==> src/rtl/fm_out_video_read.sv <==
// fm_out_video_read
//   Fetches one frame of 30-bit pixels from the frame buffer that the output
//   writer is not using, and queues them in a small FIFO for the panel side.
//   Requests are only raised when there is FIFO space for the data, counting
//   reads that are still in flight, so the FIFO can never overflow.
//
// Ports
//   clk, rst_n        rising-edge clock, synchronous active-low reset
//   frame_alt         buffer the writer is using; this block reads the other one
//   frame_start       one-cycle pulse that (re)starts fetching at pixel 0
//   fm_ov_rd_cycle    arbiter read slot for this port in this cycle
//   fm_cycle_stp_adv  slot cancel; the slot is not counted as issued
//   fm_rd_d           read data {2'b00, R, G, B}, valid 2 cycles after issue
//   pix_rd            panel pops one pixel
//   fm_ov_rd_req      read request to the arbiter
//   fm_ov_rd_adrs     {buffer bit, 18-bit pixel index}
//   red/green/blue    last popped pixel
//   pix_valid         FIFO non-empty
//   underflow         sticky flag: pop attempted on an empty FIFO
module fm_out_video_read #(
   parameter int H_ACT      = 480,
   parameter int V_ACT      = 270,
   parameter int FIFO_DEPTH = 16
) (
   input  logic        clk,
   input  logic        rst_n,
   input  logic        frame_alt,
   input  logic        frame_start,
   input  logic        fm_ov_rd_cycle,
   input  logic        fm_cycle_stp_adv,
   input  logic [31:0] fm_rd_d,
   input  logic        pix_rd,
   output logic        fm_ov_rd_req,
   output logic [18:0] fm_ov_rd_adrs,
   output logic [9:0]  red,
   output logic [9:0]  green,
   output logic [9:0]  blue,
   output logic        pix_valid,
   output logic        underflow
);

   localparam int             TOTAL    = H_ACT * V_ACT;
   localparam logic [17:0]    LAST_IDX = 18'(TOTAL - 1);
   localparam int             AW       = (FIFO_DEPTH > 1) ? $clog2(FIFO_DEPTH) : 1;
   localparam logic [AW+1:0]  DEPTH_C  = (AW + 2)'(FIFO_DEPTH);

   typedef enum logic [1:0] {IDLE, FETCH, DONE} state_t;

   state_t        state_q, state_d;
   logic          buf_q, buf_d;
   logic [17:0]   idx_q, idx_d;
   logic          rv1_q, rv1_d;   // return due next cycle
   logic          rv2_q, rv2_d;   // return on fm_rd_d this cycle
   logic [1:0]    drop_q, drop_d;
   logic [AW-1:0] wr_ptr_q, wr_ptr_d;
   logic [AW-1:0] rd_ptr_q, rd_ptr_d;
   logic [AW:0]   cnt_q, cnt_d;
   logic [29:0]   pix_q, pix_d;
   logic          uf_q, uf_d;
   logic [29:0]   mem_q [FIFO_DEPTH];

   logic          issue, push, pop;
   logic [1:0]    in_flight;
   logic [AW+1:0] credit_sum;
   logic          unused_hi;

   assign unused_hi = ^fm_rd_d[31:30];

   always_comb begin
      in_flight    = {1'b0, rv1_q} + {1'b0, rv2_q};
      credit_sum   = {1'b0, cnt_q} + (AW + 2)'(in_flight);
      fm_ov_rd_req = (state_q == FETCH) && (credit_sum < DEPTH_C);
      issue        = fm_ov_rd_req & fm_ov_rd_cycle & ~fm_cycle_stp_adv;
      // frame_start flushes, so neither a returning word nor a pop may land that cycle
      push         = rv2_q && (drop_q == 2'd0) && !frame_start;
      pop          = pix_rd && (cnt_q != '0) && !frame_start;

      state_d  = state_q;
      buf_d    = buf_q;
      idx_d    = idx_q;
      rv1_d    = issue;
      rv2_d    = rv1_q;
      drop_d   = drop_q;
      wr_ptr_d = wr_ptr_q;
      rd_ptr_d = rd_ptr_q;
      cnt_d    = cnt_q;
      pix_d    = pix_q;
      uf_d     = uf_q;

      if (frame_start) begin
         state_d  = FETCH;
         buf_d    = ~frame_alt;
         idx_d    = '0;
         // the word on fm_rd_d now is suppressed above; what is still in flight
         // after this edge is the older pending read plus any issue made now
         drop_d   = {1'b0, rv1_q} + {1'b0, issue};
         wr_ptr_d = '0;
         rd_ptr_d = '0;
         cnt_d    = '0;
         uf_d     = 1'b0;
      end else begin
         case (state_q)
            FETCH: begin
               if (issue) begin
                  if (idx_q == LAST_IDX) state_d = DONE;
                  else                   idx_d   = idx_q + 18'd1;
               end
            end
            default: ;
         endcase

         if (rv2_q && (drop_q != 2'd0)) drop_d = drop_q - 2'd1;
         if (push) wr_ptr_d = wr_ptr_q + 1'b1;
         if (pop) begin
            rd_ptr_d = rd_ptr_q + 1'b1;
            pix_d    = mem_q[rd_ptr_q];
         end
         case ({push, pop})
            2'b10:   cnt_d = cnt_q + 1'b1;
            2'b01:   cnt_d = cnt_q - 1'b1;
            default: cnt_d = cnt_q;
         endcase
         if (pix_rd && (cnt_q == '0)) uf_d = 1'b1;
      end
   end

   always_ff @(posedge clk) begin
      if (!rst_n) begin
         state_q  <= IDLE;
         buf_q    <= 1'b0;
         idx_q    <= '0;
         rv1_q    <= 1'b0;
         rv2_q    <= 1'b0;
         drop_q   <= '0;
         wr_ptr_q <= '0;
         rd_ptr_q <= '0;
         cnt_q    <= '0;
         pix_q    <= '0;
         uf_q     <= 1'b0;
      end else begin
         state_q  <= state_d;
         buf_q    <= buf_d;
         idx_q    <= idx_d;
         rv1_q    <= rv1_d;
         rv2_q    <= rv2_d;
         drop_q   <= drop_d;
         wr_ptr_q <= wr_ptr_d;
         rd_ptr_q <= rd_ptr_d;
         cnt_q    <= cnt_d;
         pix_q    <= pix_d;
         uf_q     <= uf_d;
      end
   end

   always_ff @(posedge clk) begin
      if (rst_n && push) mem_q[wr_ptr_q] <= fm_rd_d[29:0];
   end

   assign fm_ov_rd_adrs = {buf_q, idx_q};
   assign red           = pix_q[29:20];
   assign green         = pix_q[19:10];
   assign blue          = pix_q[9:0];
   assign pix_valid     = (cnt_q != '0);
   assign underflow     = uf_q;

endmodule

==> config.mk <==
export PLATFORM = sky130hd
export DESIGN_NAME = fm_out_video_read
export DESIGN_NICKNAME = d
export VERILOG_FILES = /design/src/rtl/fm_out_video_read.sv
export SDC_FILE = /design/constraint.sdc
export NUM_CORES = 1
export LEC_CHECK = 0
export CAP_MARGIN = 10
export CORE_MARGIN = 4
export CORE_UTILIZATION = 46
export DETAILED_ROUTE_END_ITERATION = 10
export GPL_TIMING_DRIVEN = 0
export REMOVE_ABC_BUFFERS = 1
export SLEW_MARGIN = 15
export SYNTH_ARGS = -nofsm -noshare
export SYNTH_HDL_FRONTEND = slang
export SYNTH_SLANG_ARGS = --single-unit
==> constraint.sdc <==
create_clock -name clk -period 4.9 [get_ports clk]
set_input_delay 0.49 -clock clk [delete_from_list [all_inputs] [get_ports clk]]
set_output_delay 0.49 -clock clk [all_outputs]
set_load 0.02 [all_outputs]
Yosys cells after proc, flatten, opt, wreduce, memory -nomap -nowiden
Memory sizes are Yosys's and may differ from the RTL's. A register that Yosys moved wholly into a read port is not among the register bits.
Index checks and enable logic that the tools add are counted.
Word-level totals
  register bits: 39
  RAM bits: 480
  memories kept: 1
  input port bits: 39
Operators by class
  equality and inequality tests: 4
  mux-type cells: 9
  magnitude comparators: 1
  bitwise logic cells: 7
  reduce and logical (&&, ||, !) cells: 24
  add/sub/neg operators: 9
Memories
  mem_q: words 16, width 30, rd ports 1, clocked after Yosys merged registers in 1, write ports 1, line 60  | logic [29:0] mem_q [FIFO_DEPTH];
Operators with widths (count)
  18-bit by 1-bit adder with 18-bit output (second input constant): 1
  18-bit by 17-bit equality test with 1-bit output (second input constant): 1
  2-bit nonzero test: 6
  5-bit one-hot mux with 2 select lines: 1
  3-bit AND reduction: 3
  4-bit by 1-bit adder with 4-bit output (second input constant): 2
  1-bit logical AND: 8
  5-bit by 2-bit adder with 6-bit output: 1
  6-bit by 5-bit less-than comparator with 1-bit output (second input constant): 1
  1-bit two-way mux: 6
  5-bit by 1-bit adder with 5-bit output (second input constant): 1
  5-bit zero test: 1
  1-bit inverter: 5
  5-bit nonzero test: 1
  5-bit by 1-bit subtractor with 5-bit output (second input constant): 1
  1-bit by 1-bit adder with 2-bit output: 2
  2-bit by 1-bit equality test with 1-bit output (second input constant): 2
  2-bit two-way mux: 2
  1-bit bitwise AND: 2
  2-bit equality test (second input constant): 1
  1-bit zero test: 2
  2-bit zero test: 1
  2-bit AND reduction: 1
  2-bit OR reduction: 1
  2-bit by 1-bit subtractor with 2-bit output (second input constant): 1

Longest topological paths before layout
  depth after elaboration: 9
  gate-level depth with buffers: 13
  mapped depth without buffers: 13

Least setup slack after synthesis
OpenSTA, ideal clock, no wires.
  path type: in2reg
  from: input rst_n
  to: memory mem_q[0][0] (enable)
  setup slack: 1136 ps
  required time: 4445 ps
  stages on the path: 6
  data arrival time: 3309 ps
  setup time: 455 ps
  cell sequence: clkbuf_1 nand2b_1 clkbuf_1 nor2_1 nand2_1 nor3_1
Between the ends
  cells in the longest elaborated chain, start to end: 3
Ends and longest elaborated chain
  start: declaration: line 26  | input logic rst_n,
  1-bit logical AND: line 156  | if (rst_n && push) mem_q[wr_ptr_q] <= fm_rd_d[29:0];
  1-bit two-way mux: line 156
  1-bit two-way mux (implied by the code): line 156
  end: declaration: line 60
No other way between the ends.

Worst setup path in the final report
  from: input frame_start
  to: memory mem_q[0][16] (enable)
Between the ends
  cells in the longest elaborated chain, start to end: 5
Ends and longest elaborated chain
  start: declaration: line 28  | input logic frame_start,
  1-bit zero test: line 75  | push = rv2_q && (drop_q == 2'd0) && !frame_start;
  1-bit logical AND: line 75
  1-bit logical AND: line 156
  1-bit two-way mux: line 156
  1-bit two-way mux (implied by the code): line 156
No other way between the ends.

==> impl_metrics.ini <==
[yosys]
synth-compound-area-share_pct = 2.31
synth_fa_ha_area_share_pct = 0.803
synth_top_family_by_area = multiplexers
synth_top_cell_area_share_pct = 68.0
ys.flop_type = edfxtp_1
ys_warn_count = 0
synth.avg_cell_area_um2 = 19.4
synth_async_sr_flop_share_pct = 0
yosys.area_share.simple_pct = 4.04
synth_edf_count = 480
syn_area_mm2 = 0.0212
synthXorXnorAreaFrac_pct = 0.744
yosys.area.top_type = edfxtp_1
synth.distinct_cells = 46
synthTopCellsByArea = edfxtp_1 (68%), mux4_2 (13%), dfxtp_1 (6.5%)
ys_ff_latch = 549
synth.mux.area_fraction_pct = 15.9
synthCells = 1090
synth_seq_area_share_pct = 74.5

[clock_network]
cts_sinks = 549
ctsLongestPathBuffers = 3
ctsResizeCount = 0
cts-root-buf = clkbuf_16
cts_hold_buf = 0
worstSkewPairLatency_ns = 0.59
cts_tree = done
cts_setup_buffers = 0
cts-htree-levels = 2
clk_pin_slew_ns = 0.06
cts_made_buffers = 57

[global_route]
track_usage_pct = 18.3
antenna_found_initial = 2
grt_max_degree = 51
grt_pass1_wl_mm = 68.6
grt_pass1_vias = 11100
grt.overflow.total = 0

[critical_path]
cp.required_ns = 5.20
end_kind = register
worstSetupStartpointType = primary input
cp_cell_sequence = clkdlybuf4s50_1 -> nand2b_2 -> nor2_1 -> nand2_1 -> nor3_2 -> buf_4 -> buf_6 -> buf_6
cpLargestDelayFamily = simple AND/OR/NAND/NOR gates
cpPeakStageDelay_ns = 0.65
cp_max_fo = 34
worst-setup-path-type = in2reg
arrival_ns = 3.55
cp_slowest_cell = nand2b_2
critPathMostFrequentCell = buf_6
path_buf_inv = 4

[floorplan]
die_x_um = 223
die-area_mm2 = 0.0496
row_count = 78
core_area_mm2 = 0.0455
die_h_um = 223
ioPinCount = 91
start_util_pct = 46.6

[placed_design]
hpwl_mm = 27.7
place_congestion = 0.744
dpl-instance-area_mm2 = 0.0236
dp.cells = 1777
io_buffers = 88

[power_and_ir_drop]
p_per_area_mw_per_mm2 = 368
pwr-share-seq_pct = 54.2
p_int_mw = 7.58
combPwrFrac_pct = 1.3
p_leak_nw = 7.97
ir_worst_vdd_mv = 0.241
p_clk_share_pct = 44.5
power_switching_mw = 1.80
switching_share_pct = 19.2

[routing]
drt_iter0_drc = 724
wl_per_cell_um = 23.9
totalWireLength_mm = 45.1
drcViolationCount = 0
ant_nets = 0
drtPass1Iterations = 5
vias = 10500
routed_via_density = 5.58

[timing]
fin_crit_ns = 3.25
setup_violations = 0
clock.fmax_mhz = 308
fin_skew_ns = 0.0138
worst_pin_slew_ns = 0.842
slew_headroom_pct = 43.5
hold_viol = 0
timing.final.crit_share_pct = 66.3
maxSlewViolCount = 0
rsz0062_at_grt = no

[worst_hold_path]
hold_class = reg2reg

[layout]
area_growth_pct = 20.1
drive_gt1_share_pct = 26.2
stdcell_count = 1885
final_nets = 1288
design_area_mm2 = 0.0254

[run]
maxCapViolCount = 0

[status]
status = complete, no violations
## cells in the final DEF, fill, tap and decap left out, types with 8 or more instances in the layout
| master | n |
|---|---|
| a21oi_1 | 15 |
| a22oi_1 | 29 |
| buf_16 | 22 |
| buf_4 | 17 |
| buf_6 | 11 |
| clkbuf_1 | 22 |
| clkbuf_16 | 57 |
| clkdlybuf4s50_1 | 88 |
| clkinv_1 | 11 |
| dfxtp_1 | 66 |
| edfxtp_1 | 480 |
| ha_1 | 12 |
| inv_1 | 17 |
| mux2_2 | 60 |
| mux4_2 | 120 |
| nand2_1 | 82 |
| nand3_1 | 13 |
| nor2_1 | 28 |
| nor2_4 | 12 |
| o21ai_0 | 8 |
| xnor2_1 | 9 |
| xor2_1 | 9 |
## final cells by class
type,count,area (um2)
sequential,549,15800
fill,3478,20000
timing repair buffer,143,1840
antenna,1,2.50
clock inverter,25,246
inverter,17,63.8
clock buffer,82,1550
multi-input combinational,468,5180
tap,600,751
## kinds of logic (layout without fill, tap and decap cells)
family / Yosys count / in the layout
buf+inv: 73 / 267
fa+ha+maj: 13 / 13
compound gates: 71 / 71
simple gates: 186 / 186
mux: 180 / 180
flops: 549 / 549
other cells: 0 / 1
xor+xnor: 18 / 18
## metrics by stage
| stage | setup WS [ns] | util [%] | setup TNS, ns | power (mW) | hold WS, ns |
|---|---|---|---|---|---|
| finish | 1.65 | 55.9 | 0 | 9.37 | 0.437 |
| global route | 1.46 | 55.9 | 0 | 9.68 | 0.454 |
| CTS | 1.63 | 55.9 | 0 | 9.46 | 0.440 |
| detailed placement | 1.01 | 52.0 | 0 | 5.31 | 0.430 |
| global placement | -3.96 | 49.6 | -1007.13 | 5.30 | 0.426 |
| floorplan | -1.53 | - | -44.95 | 5.21 | 0.440 |
## synthesized netlist by cell type (8+ instances only)
cell type	number
dfxtp_1	69
xor2_1	9
mux2_2	60
edfxtp_1	480
nand2_1	82
a22oi_1	29
o21ai_0	8
ha_1	12
buf_2	10
a21oi_1	15
inv_1	17
nand3_1	13
mux4_2	120
nor2_1	40
nor3_1	12
xnor2_1	9
buf_1	9
clkbuf_1	26
## power groups by stage
stage | registers [mW] | logic (mW) | clock network [mW]
2_1_floorplan | 5.19 | 0.0207 | 0
3_3_place_gp | 5.18 | 0.112 | 0
3_5_place_dp | 5.18 | 0.124 | 0
4_1_cts | 5.08 | 0.125 | 4.25
5_1_grt | 5.08 | 0.135 | 4.46
6_report | 5.08 | 0.123 | 4.17
## worst paths after layout
kind               startpoint      endpoint  slack, ns  cells past startpoint
setup reg to reg     cnt_q[0]      cnt_q[4]       1.79                      9
hold reg to reg      pix_q[7]      pix_q[7]       0.44                      2
setup / recovery  frame_start  mem_q[0][16]       1.65                      8
hold / removal       pix_q[7]      pix_q[7]       0.44                      2
## worst reg2reg max path, delay by kind of cell, from the launching register on
family	cells	cell delay [ns]
AOI/OAI and AO/OA	3	0.61
adders and majority gates	2	0.67
DFF	1	0.36
and+or+nand+nor	4	1.31
## metal layers
metal	share of wire (%)	up-vias	global-route usage, %
li1	-	4684	-
met2	48	276	29.5
met5	0.018	-	0
met4	1.8	2	4.47
met1	45	5499	26.3
met3	4.9	60	3.45
## registers in the layout, indices dropped and copies added (netlist names)
register   flops
wr_ptr_q       4
rd_ptr_q       4
underflow      1
buf_q          1
state_q        2
pix_q         30
mem_q        480
idx_q         18
cnt_q          5
rv1_q          1
drop_q         2
rv2_q          1
No activity file was read; power rests on OpenSTA's default activity.
